`src/rtl/krz_gpio_pkg.sv`:
```
// Shared command encoding for the KRZ GPIO output driver.
package krz_gpio_pkg;

  typedef enum logic [1:0] {
    GPIO_OUT   = 2'd0,
    GPIO_SET   = 2'd1,
    GPIO_CLR   = 2'd2,
    GPIO_PULSE = 2'd3
  } gpio_cmd_e;

endpackage

```
`src/rtl/krz_gpio_pulse.sv`:
```
// One output channel's pulse counter: load/clear from the bus, count down on ticks,
// flag the cycle the pulse ends so the top can release the pin.
module krz_gpio_pulse #(
  parameter int PULSE_LEN = 8
) (
  input  logic clk,
  input  logic rstz,
  input  logic load_i,
  input  logic clr_i,
  input  logic tick_i,
  output logic expire_o,
  output logic busy_o
);

  localparam int PW = $clog2(PULSE_LEN + 1);

  logic [PW-1:0] cnt_q, cnt_d;

  always_comb begin
    cnt_d = cnt_q;
    if (load_i)                     cnt_d = PW'(PULSE_LEN);
    else if (clr_i)                 cnt_d = '0;
    else if (tick_i && cnt_q != '0) cnt_d = cnt_q - PW'(1);
  end

  always_ff @(posedge clk or negedge rstz) begin
    if (!rstz) cnt_q <= '0;
    else       cnt_q <= cnt_d;
  end

  // A write to this channel in the tick cycle takes precedence over expiry.
  assign expire_o = tick_i & ~load_i & ~clr_i & (cnt_q == PW'(1));
  assign busy_o   = |cnt_q;

endmodule

```
`src/rtl/krz_gpio_drive.sv`:
```
// Bus-written GPIO output register with set/clear/pulse commands and a shared
// prescaled tick that times per-channel pulses.
module krz_gpio_drive
  import krz_gpio_pkg::*;
#(
  parameter int             N         = 16,
  parameter int             PRESCALE  = 16,
  parameter int             PULSE_LEN = 8,
  parameter logic [N-1:0]   RESET_VAL = '0
) (
  input  logic         clk,
  input  logic         rstz,
  input  logic         wr_en,
  input  logic [1:0]   wr_addr,
  input  logic [N-1:0] wr_data,
  output logic [N-1:0] read,
  output logic [N-1:0] pulse_busy,
  output logic [N-1:0] gpio_out
);

  localparam logic [PRESCALE:0] TMR_ONE = (PRESCALE+1)'(1);

  logic [PRESCALE:0] timer_q, timer_d;
  logic              tick;
  logic [N-1:0]      out_q, out_d, base;
  logic [N-1:0]      load, clr, expire;
  gpio_cmd_e         cmd;

  // Timer reaches 2^PRESCALE, raises tick for one cycle, then wraps to 0.
  assign tick    = timer_q[PRESCALE];
  assign timer_d = tick ? '0 : timer_q + TMR_ONE;
  assign cmd     = gpio_cmd_e'(wr_addr);
  assign base    = out_q & ~expire;

  always_comb begin
    load  = '0;
    clr   = '0;
    out_d = base;
    if (wr_en) begin
      case (cmd)
        GPIO_OUT: begin
          clr   = '1;
          out_d = wr_data;
        end
        GPIO_SET: begin
          clr   = wr_data;
          out_d = base | wr_data;
        end
        GPIO_CLR: begin
          clr   = wr_data;
          out_d = base & ~wr_data;
        end
        GPIO_PULSE: begin
          load  = wr_data;
          out_d = base | wr_data;
        end
      endcase
    end
  end

  always_ff @(posedge clk or negedge rstz) begin
    if (!rstz) begin
      timer_q <= '0;
      out_q   <= RESET_VAL;
    end else begin
      timer_q <= timer_d;
      out_q   <= out_d;
    end
  end

  for (genvar i = 0; i < N; i++) begin : g_ch
    krz_gpio_pulse #(.PULSE_LEN(PULSE_LEN)) u_pulse (
      .clk      (clk),
      .rstz     (rstz),
      .load_i   (load[i]),
      .clr_i    (clr[i]),
      .tick_i   (tick),
      .expire_o (expire[i]),
      .busy_o   (pulse_busy[i])
    );
  end

  assign read     = out_q;
  assign gpio_out = out_q;

endmodule

```
`config.mk`:
```
export PLATFORM = sky130hd
export DESIGN_NAME = krz_gpio_drive
export DESIGN_NICKNAME = d
export VERILOG_FILES = /design/src/rtl/krz_gpio_pkg.sv /design/src/rtl/krz_gpio_pulse.sv /design/src/rtl/krz_gpio_drive.sv
export SDC_FILE = /design/constraint.sdc
export NUM_CORES = 1
export LEC_CHECK = 0
export CORE_MARGIN = 4
export CORE_UTILIZATION = 40
export DETAILED_ROUTE_END_ITERATION = 6
export GPL_TIMING_DRIVEN = 0
export PLACE_DENSITY_LB_ADDON = 0.15
export RECOVER_POWER = 100
export SYNTH_ARGS = -nofsm -noshare
export SYNTH_HDL_FRONTEND = slang
export SYNTH_SLANG_ARGS = --single-unit
```
`constraint.sdc`:
```
create_clock -name clk -period 2.61 [get_ports clk]
set_input_delay 0.261 -clock clk [delete_from_list [all_inputs] [get_ports clk]]
set_output_delay 0.261 -clock clk [all_outputs]
set_load 0.02 [all_outputs]
```
After elaboration in Yosys (flattened, before gate mapping)
Cells that the tools add are included.

storage, ports and cells
  latch bits = 0
  word-level logic and storage cells = 261
  memory bits (writable) = 0
  output and inout bits = 48
  register bits after elaboration = 97
  ROM bits = 0
  memories kept = 0

operators by class
  mux-type cells = 55
  shift operators = 0
  reduce and logical (&&, ||, !) cells = 67
  $lt $le $gt $ge = 0
  bitwise operators = 85
  div/mod/pow operators = 0
  add/subtract/negate cells = 17
  multipliers = 0
  equal/unequal tests = 19

operator list
  kind                                               number
  2-to-1 mux 4 bit                                   48
  == test 4 x 1 -> 1 bit (second input constant)     16
  2-to-1 mux 16 bit                                  4
  nonzero test 4 bit                                 16
  OR reduction 4 bit                                 16
  subtractor 4 x 1 -> 4 bit (second input constant)  16
  AND 1 bit                                          48
  case mux 16 bit (3 select lines)                   1
  nonzero test 3 bit                                 16
  AND 16 bit                                         2
  inverter 1 bit                                     32
  inverter 16 bit                                    2
  case mux 16 bit (2 select lines)                   1
  adder 17 x 1 -> 17 bit (second input constant)     1
  2-to-1 mux 17 bit                                  1
  logical AND 1 bit                                  16
  OR 16 bit                                          1
  == test 2 bit (second input constant)              2
  OR reduction 2 bit                                 2
  == test 2 x 1 -> 1 bit (second input constant)     1
  logical NOT 2 bit                                  1

Logic depth before layout (Yosys ltp)
Gate-level depths: netlist of run 1.

  word-level depth = 12
  mapped depth = 10
  depth with buffers taken out = 6

Cells and area by module
From an unflattened synthesis of run 1, not the netlist that was laid out.

unflattened totals
  cell total of the unflattened synthesis = 717
  area total of the unflattened synthesis = 6960.4 sq um

modules (own cells, without submodules)
  module          cells an instance  sequential area each (sq um)  instances  area an instance (sq um)
  krz_gpio_pulse  27                 100.1                         16         290.3
  krz_gpio_drive  285                825.8                         1          2316.0

Least setup slack after synthesis of run 1
No wires, ideal clock.

  path type = in2reg
  start = input wr_addr[0]
  end = register g_ch[0].u_pulse.cnt_q[3]
  stages on the path = 9
  data required time = 2.485 ns
  arrival = 1.922 ns
  path slack = 0.563 ns
  cell sequence = inv_1 > ha_1 > clkbuf_1 > nor2b_1 > o21a_1 > buf_2 > buf_2 > a211oi_1 > mux2_2

between the ends
  word-level cells in the longest chain between the ends = 6

ends and longest elaborated chain
  element                                                         RTL line              text
  from (decl)                                                     krz_gpio_drive.sv:14  input logic [1:0] wr_addr,
  == test 2 bit / == test 2 x 1 -> 1 bit (equally long branches)  krz_gpio_drive.sv:40  case (cmd)
  OR reduction 2 bit (no line)                                    n/a
  case mux 16 bit (2 select lines)                                krz_gpio_drive.sv:40
  2-to-1 mux 16 bit                                               krz_gpio_drive.sv:39  if (wr_en) begin
  2-to-1 mux 4 bit                                                krz_gpio_pulse.sv:22  else if (clr_i) cnt_d = '0;
  2-to-1 mux 4 bit                                                krz_gpio_pulse.sv:21  if (load_i) cnt_d = PW'(PULSE_LEN);
  to (signal assigned)                                            krz_gpio_pulse.sv:28  else cnt_q <= cnt_d;
  to (decl)                                                       krz_gpio_pulse.sv:17  logic [PW-1:0] cnt_q, cnt_d;

Several ways; a longest one is shown, not always the timed one.
A chain may end at the register's enable or synchronous reset.

Worst setup path after layout of run 1
  start = register g_ch[3].u_pulse.cnt_q[0]
  end = output pulse_busy[3]

between the ends
  word-level cells in the longest chain between the ends = 1

ends and longest elaborated chain
  element                 RTL line              text
  from (decl)             krz_gpio_pulse.sv:17
  from (signal assigned)  krz_gpio_pulse.sv:28
  OR reduction 4 bit      krz_gpio_pulse.sv:33  assign busy_o = |cnt_q;
  to (decl)               krz_gpio_drive.sv:17  output logic [N-1:0] pulse_busy,

Every way passes these cells.

==> out/summary.log, run 1 <==
INFO  logic_synthesis synth.largest_area_cell=dfrtp_1
INFO  timing         tns=0ns
INFO  logic_synthesis synth_cells=651
INFO  setup_path     critical_path_class=register to output pin
INFO  logic_synthesis synth_simple_gate_area_share=16.2%
INFO  logic_synthesis yosys_most_used_dff=dfrtp_1
INFO  cells_and_area fin_util=49.5%
INFO  die            core_region_area=14600um^2
INFO  clock_network  clkSlewWorstSetupHoldPaths=0.07ns
INFO  timing         period_needed=2.50ns
INFO  die            die_x=130um
INFO  placement      port-buffer-count=68
INFO  timing         finalMaxSlewViolations=32
INFO  power          power.switching=0.00141W
INFO  die            dieArea=16900um^2
INFO  setup_path     critPathLaunchType=register
INFO  clock_network  cts_tree=done
INFO  route          vias_per_cell=5.25
INFO  power          clkPwrFrac=31.1%
INFO  global_route   maximum_number_of_pins_on_one_net_before_global_route_repair=67
INFO  setup_path     cp_data_required_time=2.35ns
INFO  logic_synthesis synth-compound-area-share=16.8%
INFO  logic_synthesis yosys_warnings=0
INFO  power          p_sw_share=31.6%
INFO  clock_network  htree_levels=3
INFO  outcome        status=complete, but fails checks
INFO  timing         setup_viol=0
INFO  power          p_int=0.00306W
INFO  setup_path     worst-path-max-fanout=4
INFO  logic_synthesis fraction_of_the_yosys_area_taken_by_sequential_cells=40.7%
INFO  logic_synthesis async_reset_ff_share=100%
INFO  logic_synthesis post_synth_xor_area_fraction=7.78%
INFO  cells_and_area area_used_by_sequential_logic_in_the_layout=2430um^2
INFO  logic_synthesis synth_area_per_cell=9.16um^2
INFO  clock_network  tritoncts_num_sinks=97
INFO  timing         clock_skew=0.00538ns
INFO  global_route   via_count_of_the_first_global_routing_pass=4885
INFO  die            count_of_boundary_i_o_pins=69
INFO  route          remaining_drc_errors=0
INFO  hold_path      timing.hold.worst.class=register to register
INFO  die            floorplan.rows=44
INFO  clock_network  ctsRootBufferMaster=clkbuf_16
INFO  global_route   grt_remaining_overflow=0
INFO  route          wirelength=15100um
INFO  timing         worst_slack=0.112ns
INFO  cells_and_area net_count_reported_at_finish=790
INFO  route          routedWlPerCell=16.4um
INFO  cells_and_area multi_input_combinational_cell_area=3050um^2
INFO  timing         final-hold-violation-count=0
INFO  route          drt_iter0_drc=221
INFO  power          power_per_cell_area=618nW/um^2
INFO  route          num_vias=4828
INFO  logic_synthesis post_synth_most_frequent_cells=97 x dfrtp_1, 83 x nor2_1, 44 x nand2_1
INFO  outcome        violations=capacitance limit, slew limit
INFO  logic_synthesis syn_nets=711
INFO  logic_synthesis synth_most_common_cell=dfrtp_1
INFO  global_route   grt_usage=18.5%
INFO  timing         slew_headroom=-26.8%
INFO  cells_and_area num-fill-cells=1375
INFO  timing         worst-slew-pin-transition=1.90ns
INFO  die            overall_die_height=130um
INFO  setup_path     crit_arrival=2.24ns
INFO  power          power.ir.vdd_worst=459uV
INFO  power          seq_power_share=39.5%
INFO  global_route   initial_antenna_violation_count=0
INFO  logic_synthesis post_synth_adder_cell_area=8.18%
INFO  clock_network  numCtsBuffers=9
INFO  cells_and_area post_route_cells_drive_above_1_share=10.1%
INFO  logic_synthesis yosys-mux-area-fraction=1.89%
INFO  timing         timing.fmax=0.400GHz
INFO  cells_and_area area_growth_syn_to_layout=21.2%
INFO  route          final_antenna_net_count=0
INFO  logic_synthesis synth-edff-count=0
INFO  placement      preCtsSetupSlack=-0.453ns
INFO  timing         min_period_over_period=95.7%
INFO  placement      dp.final_hpwl=10600um
INFO  logic_synthesis synth_seq_cells=97
INFO  route          drt-pass1-iter-count=5
INFO  global_route   grt_pass1_wl=24800um
INFO  logic_synthesis combinational_family_with_the_most_area_after_synthesis=compound AO/OA/AOI/OAI gates
INFO  power          power.combinational.fraction=29.3%
INFO  clock_network  clockBufferDepth=2
INFO  run            timing.max_cap.violations=1
INFO  die            start_util=40.9%
INFO  placement      place_congestion=0.840
INFO  logic_synthesis yosysUniqueCellTypes=54
INFO  logic_synthesis post_synth_main_area_contributors=dfrtp_1 41%, ha_1 8.2%, xnor2_1 5.3%, nor2_1 5.2%, buf_4 4.0%
INFO  cells_and_area n_antenna_cell=0
INFO  timing         grt_setup_unrepaired=false
INFO  logic_synthesis post-synth-top-area-fraction=40.7%
INFO  power          static-leakage-power=3.18nW
INFO  clock_network  clkLatencyLatePin=0.35ns
INFO  logic_synthesis syn_area=5960um^2
INFO  setup_path     setup.worst_path.end_class=output pin
[registers in the layout (all words and copies together), names as in the netlist]
name / flops
g_ch.u_pulse.cnt_q: 64
gpio_out: 16
timer_q: 17
[critical path, cell delays in order (launching register included)]
cell and delay, ns:
dfrtp_1 0.40, inv_1 0.10, ha_1 0.16, or3b_1 0.42
buf_4 0.16, dlygate4sd3_1 0.64
[logic make-up (layout without fill, tap and decap cells)]
group	count (synthesis)	after routing
AND/OR/NAND/NOR	205	205
AO/OA/AOI/OAI	146	146
buffers and inverters	101	185
flip-flops	97	97
XOR/XNOR	53	53
adder cells (fa/ha/maj)	39	39
multiplexers	10	10
[power by group through the flow]
stage | Combinational [W] | Clock (W) | Sequential [W]
floorplan | 0.000807 | 0 | 0.00180
global placement | 0.00135 | 0 | 0.00178
detailed placement | 0.00138 | 0 | 0.00179
CTS | 0.00139 | 0.00143 | 0.00176
global route | 0.00143 | 0.00149 | 0.00179
finish | 0.00131 | 0.00139 | 0.00176
[area by class of cell]
| class | count | area share, % |
|---|---|---|
| inverter | 41 | 2.13 |
| buffer | 58 | 4.97 |
| clock inverter | 5 | 0.883 |
| sequential | 97 | 33.6 |
| clock buffer | 11 | 3.36 |
| multi-input combinational | 453 | 42.1 |
| timing repair buffer | 70 | 9.76 |
| tap | 184 | 3.19 |
[per-layer routing]
layer / global-route usage (%) / wire length [um] / share of wire [%]
met1: 25.5 / 7240 / 48
met2: 30.4 / 7180 / 48
met3: 3.03 / 474 / 3.1
met4: 5.07 / 177 / 1.2
met5: 0 / 0 / 0
[per-stage QoR]
| stage | power [W] | cells | hold slack [ns] | cell area, um^2 |
|---|---|---|---|---|
| floorplan | 0.00261 | 651 | -0.0346 | 5960 |
| global placement | 0.00313 | 903 | 0.472 | 6880 |
| detailed placement | 0.00317 | 904 | 0.244 | 6900 |
| CTS | 0.00458 | 920 | 0.416 | 7210 |
| global route | 0.00471 | 919 | 0.509 | 7230 |
| finish | 0.00446 | 919 | 0.484 | 7230 |
[layout by cell type, fill, tap and decap left out, types with 24 or more instances in the layout]
cell type,instances
dfrtp_1,97
nor2_1,83
dlygate4sd3_1,45
nand2_1,44
inv_1,41
ha_1,38
xnor2_1,36
buf_4,30
a21oi_1,29
o21ai_0,29
nand3_1,24
[what timing repair did]
| action | 4_1_cts | 5_1_grt |
|---|---|---|
| setup endpoints to repair | 40 | 23 |
| setup buffers | 0 | 0 |
| hold buffers | 1 | 0 |
| cloned | 0 | 0 |
| hold endpoints to repair | 31 | 0 |
| resized for setup | 1 | 11 |
[worst paths after layout]
path | depth (start not counted) | slack (ns) | start | to
max in group asynchronous | 3 | 0.52 | rstz | timer_q[3]$_DFF_PN0_
setup reg to reg | 5 | 0.23 | timer_q[16]$_DFF_PN0_ | timer_q[3]$_DFF_PN0_
hold reg to reg | 1 | 0.48 | timer_q[0]$_DFF_PN0_ | timer_q[0]$_DFF_PN0_
setup / recovery | 5 | 0.11 | g_ch[3].u_pulse.cnt_q[0]$_DFFE_PN0P_ | pulse_busy[3]
hold / removal | 1 | 0.48 | timer_q[0]$_DFF_PN0_ | timer_q[0]$_DFF_PN0_
min in group asynchronous | 2 | 0.97 | rstz | g_ch[7].u_pulse.cnt_q[0]$_DFFE_PN0P_
No activity file was read; power rests on OpenSTA's default activity.
==> run 2: changes to the inputs <==
- DONT_BUFFER_PORTS: unset -> 1
==> out/summary.log, run 2 (synthesis gave the netlist of run 1 again) <==
INFO  die            start_util=40.9% [unchanged]
INFO  route          drt_iter0_drc=336 [was 221]
INFO  outcome        status=finished, final reports clean [was complete, but fails checks]
INFO  timing         worst_slack=0.314ns [was 0.112 ns]
INFO  global_route   via_count_of_the_first_global_routing_pass=4580 [was 4885]
INFO  cells_and_area area_growth_syn_to_layout=6.94% [was 21.2%]
INFO  setup_path     critical_path_class=input port to register [was register to output pin]
INFO  route          drt-pass1-iter-count=5 [unchanged]
INFO  die            overall_die_height=130um [unchanged]
INFO  setup_path     setup.worst_path.end_class=register [was output pin]
INFO  timing         period_needed=2.30ns [was 2.50 ns]
INFO  route          routedWlPerCell=17.0um [was 16.4 um]
INFO  setup_path     worst_path_max_delay_cell=clkbuf_2 [was dlygate4sd3_1]
INFO  cells_and_area final_cells=851 [was 919]
INFO  clock_network  clkSlewWorstSetupHoldPaths=0.07ns [about the same]
INFO  placement      preCtsSetupSlack=-0.0277ns [was -0.453 ns]
INFO  setup_path     critPathLaunchType=input port [was register]
INFO  setup_path     cp_cell_sequence=inv_1 -> ha_1 -> clkbuf_1 -> and3b_1 -> clkbuf_1 -> nor2b_1 -> clkbuf_1 -> clkbuf_2 -> nand3_1 -> a32o_1 [was inv_1 -> ha_1 -> or3b_1 -> buf_4 -> dlygate4sd3_1]
INFO  die            dieArea=16900um^2 [unchanged]
INFO  hold_path      timing.hold.worst.class=input port to register [was register to register]
INFO  setup_path     cpLargestDelayFamily=buffers and inverters [unchanged]
INFO  timing         clock_skew=0.00417ns [was 0.00538 ns]
INFO  global_route   maximum_number_of_pins_on_one_net_before_global_route_repair=98 [was 67]
INFO  clock_network  htree_levels=3 [unchanged]
INFO  global_route   grt_remaining_overflow=0 [unchanged]
INFO  setup_path     worst-path-max-fanout=10 [was 4]
INFO  cells_and_area largest-register=g_ch.u_pulse.cnt_q [unchanged]
INFO  global_route   grt_util_met1=23.3% [was 25.5%]
INFO  power          static-leakage-power=2.71nW [was 3.18 nW]
INFO  placement      place_congestion=0.861 [was 0.840]
INFO  run            timing.max_cap.violations=0 [was 1]
INFO  timing         setup_viol=0 [unchanged]
INFO  global_route   globalRoute.busiestLayer=met2 [unchanged]
INFO  route          vias_per_cell=5.39 [was 5.25]
INFO  cells_and_area mostFrequentLayoutCells=97 x dfrtp_1, 83 x nor2_1, 54 x clkbuf_1 [was 97 x dfrtp_1, 83 x nor2_1, 45 x dlygate4sd3_1]
INFO  global_route   grt_util_met3=5.81% [was 3.03%]
INFO  die            count_of_boundary_i_o_pins=69 [unchanged]
INFO  power          power.ir.vdd_worst=379uV [was 459 uV]
INFO  cells_and_area layout_commonest_cell=dfrtp_1 [unchanged]
INFO  power          power_per_cell_area=629nW/um^2 [was 618 nW/um^2]
INFO  die            floorplan.rows=44 [unchanged]
INFO  route          remaining_drc_errors=0 [unchanged]
INFO  cells_and_area largest_reg_flops=64 [unchanged]
INFO  die            die_x=130um [unchanged]
INFO  clock_network  tritoncts_num_sinks=97 [unchanged]
INFO  placement      port-buffer-count=0 [was 68]
INFO  timing         min_period_over_period=88.0% [was 95.7%]
INFO  global_route   initial_antenna_violation_count=0 [unchanged]
INFO  clock_network  cts_resized=0 [was 1]
INFO  die            core_region_area=14600um^2 [unchanged]
INFO  cells_and_area n_antenna_cell=0 [unchanged]
INFO  placement      placed_cells=835 [was 904]
INFO  clock_network  clockBufferDepth=2 [unchanged]
INFO  clock_network  cts_tree=done [unchanged]
INFO  global_route   grt.met2_usage=29.2% [was 30.4%]
INFO  global_route   grt_usage=18.1% [was 18.5%]
INFO  setup_path     critPathBufInv=5 [was 3]
INFO  placement      dp.final_hpwl=10100um [was 10600 um]
INFO  setup_path     worst_path_most_repeated_cell=clkbuf_1
INFO  timing         final-hold-violation-count=0 [unchanged]
INFO  timing         timing.fmax=0.436GHz [was 0.400 GHz]
INFO  timing         worst-slew-pin-transition=1.37ns [was 1.90 ns]
INFO  route          wirelength=14500um [was 15100 um]
INFO  cells_and_area stdcell_area=6380um^2 [was 7230 um^2]
INFO  route          num_vias=4591 [was 4828]
INFO  timing         grt_setup_unrepaired=false [unchanged]
INFO  timing         finalMaxSlewViolations=0 [was 32]
INFO  setup_path     cpPeakStageDelay=0.43ns [was 0.64 ns]
INFO  cells_and_area net_count_reported_at_finish=722 [was 790]
INFO  clock_network  clkLatencyLatePin=0.35ns [about the same]
INFO  placement      placement.cell_area=6190um^2 [was 6900 um^2]
INFO  route          final_antenna_net_count=0 [unchanged]
INFO  cells_and_area post_route_cells_drive_above_1_share=4.95% [was 10.1%]
INFO  clock_network  postCtsSetupRepairBufs=0 [unchanged]
INFO  clock_network  ctsRootBufferMaster=clkbuf_16 [unchanged]
INFO  timing         slew_headroom=8.75% [was -26.8%]
INFO  clock_network  numCtsBuffers=9 [unchanged]
INFO  setup_path     cp_data_required_time=2.85ns [was 2.35 ns]
INFO  setup_path     crit_arrival=2.54ns [was 2.24 ns]
INFO  global_route   grt_pass1_wl=23500um [was 24800 um]
run 2: metal layers:
metal / wire length [um] / vias to the layer above
li1: - / 2244
met1: 6550 / 2212
met2: 6720 / 121
met3: 1020 / 14
met4: 205 / 0
met5: 0 / -
run 2: what timing repair did:
item                       in CTS  in global routing
hold endpoints to repair       97                  0
pin swaps                       0                  0
hold buffers                    2                  0
cloned                          0                  0
setup endpoints to repair      10                  1
run 2: per-stage QoR:
stage / power [W] / hold slack (ns) / utilization (%) / TNS (ns)
floorplan: 0.00261 / -0.0346 / - / 0
finish: 0.00401 / 0.0295 / 43.7 / 0
global route: 0.00423 / 0.0201 / 43.7 / 0
detailed placement: 0.00278 / -0.0293 / 42.5 / -0.229
global placement: 0.00276 / -0.0289 / 42.5 / -0.349
CTS: 0.00419 / 0.0105 / 44.7 / 0
run 2: power by group:
group	internal [W]	switching, W
Sequential	0.00163	0.000180
Combinational	0.000307	0.000551
Clock	0.000766	0.000578
run 2: layout make-up:
type	count	area (um^2)
Fill cell	1442	8210
Multi-Input combinational cell	453	3030
Sequential cell	97	2430
Clock buffer	11	243
Tap cell	184	230
Buffer	58	224
Inverter	41	154
Clock inverter	5	55.1
Timing Repair Buffer	2	17.5
run 2: path summary, 6_finish.rpt:
check	start	endpoint	slack, ns	depth (start not counted)
max in group asynchronous	rstz	g_ch[4].u_pulse.cnt_q[3]$_DFFE_PN0P_	0.96	2
worst max-delay path	wr_addr[0]	gpio_out[14]$_DFF_PN0_	0.31	10
worst max register to register	timer_q[16]$_DFF_PN0_	g_ch[10].u_pulse.cnt_q[1]$_DFFE_PN0P_	0.35	5
min in group asynchronous	rstz	gpio_out[7]$_DFF_PN0_	0.79	2
worst min register to register	timer_q[0]$_DFF_PN0_	timer_q[0]$_DFF_PN0_	0.48	1
worst min-delay path	wr_data[10]	g_ch[10].u_pulse.cnt_q[3]$_DFFE_PN0P_	0.03	2
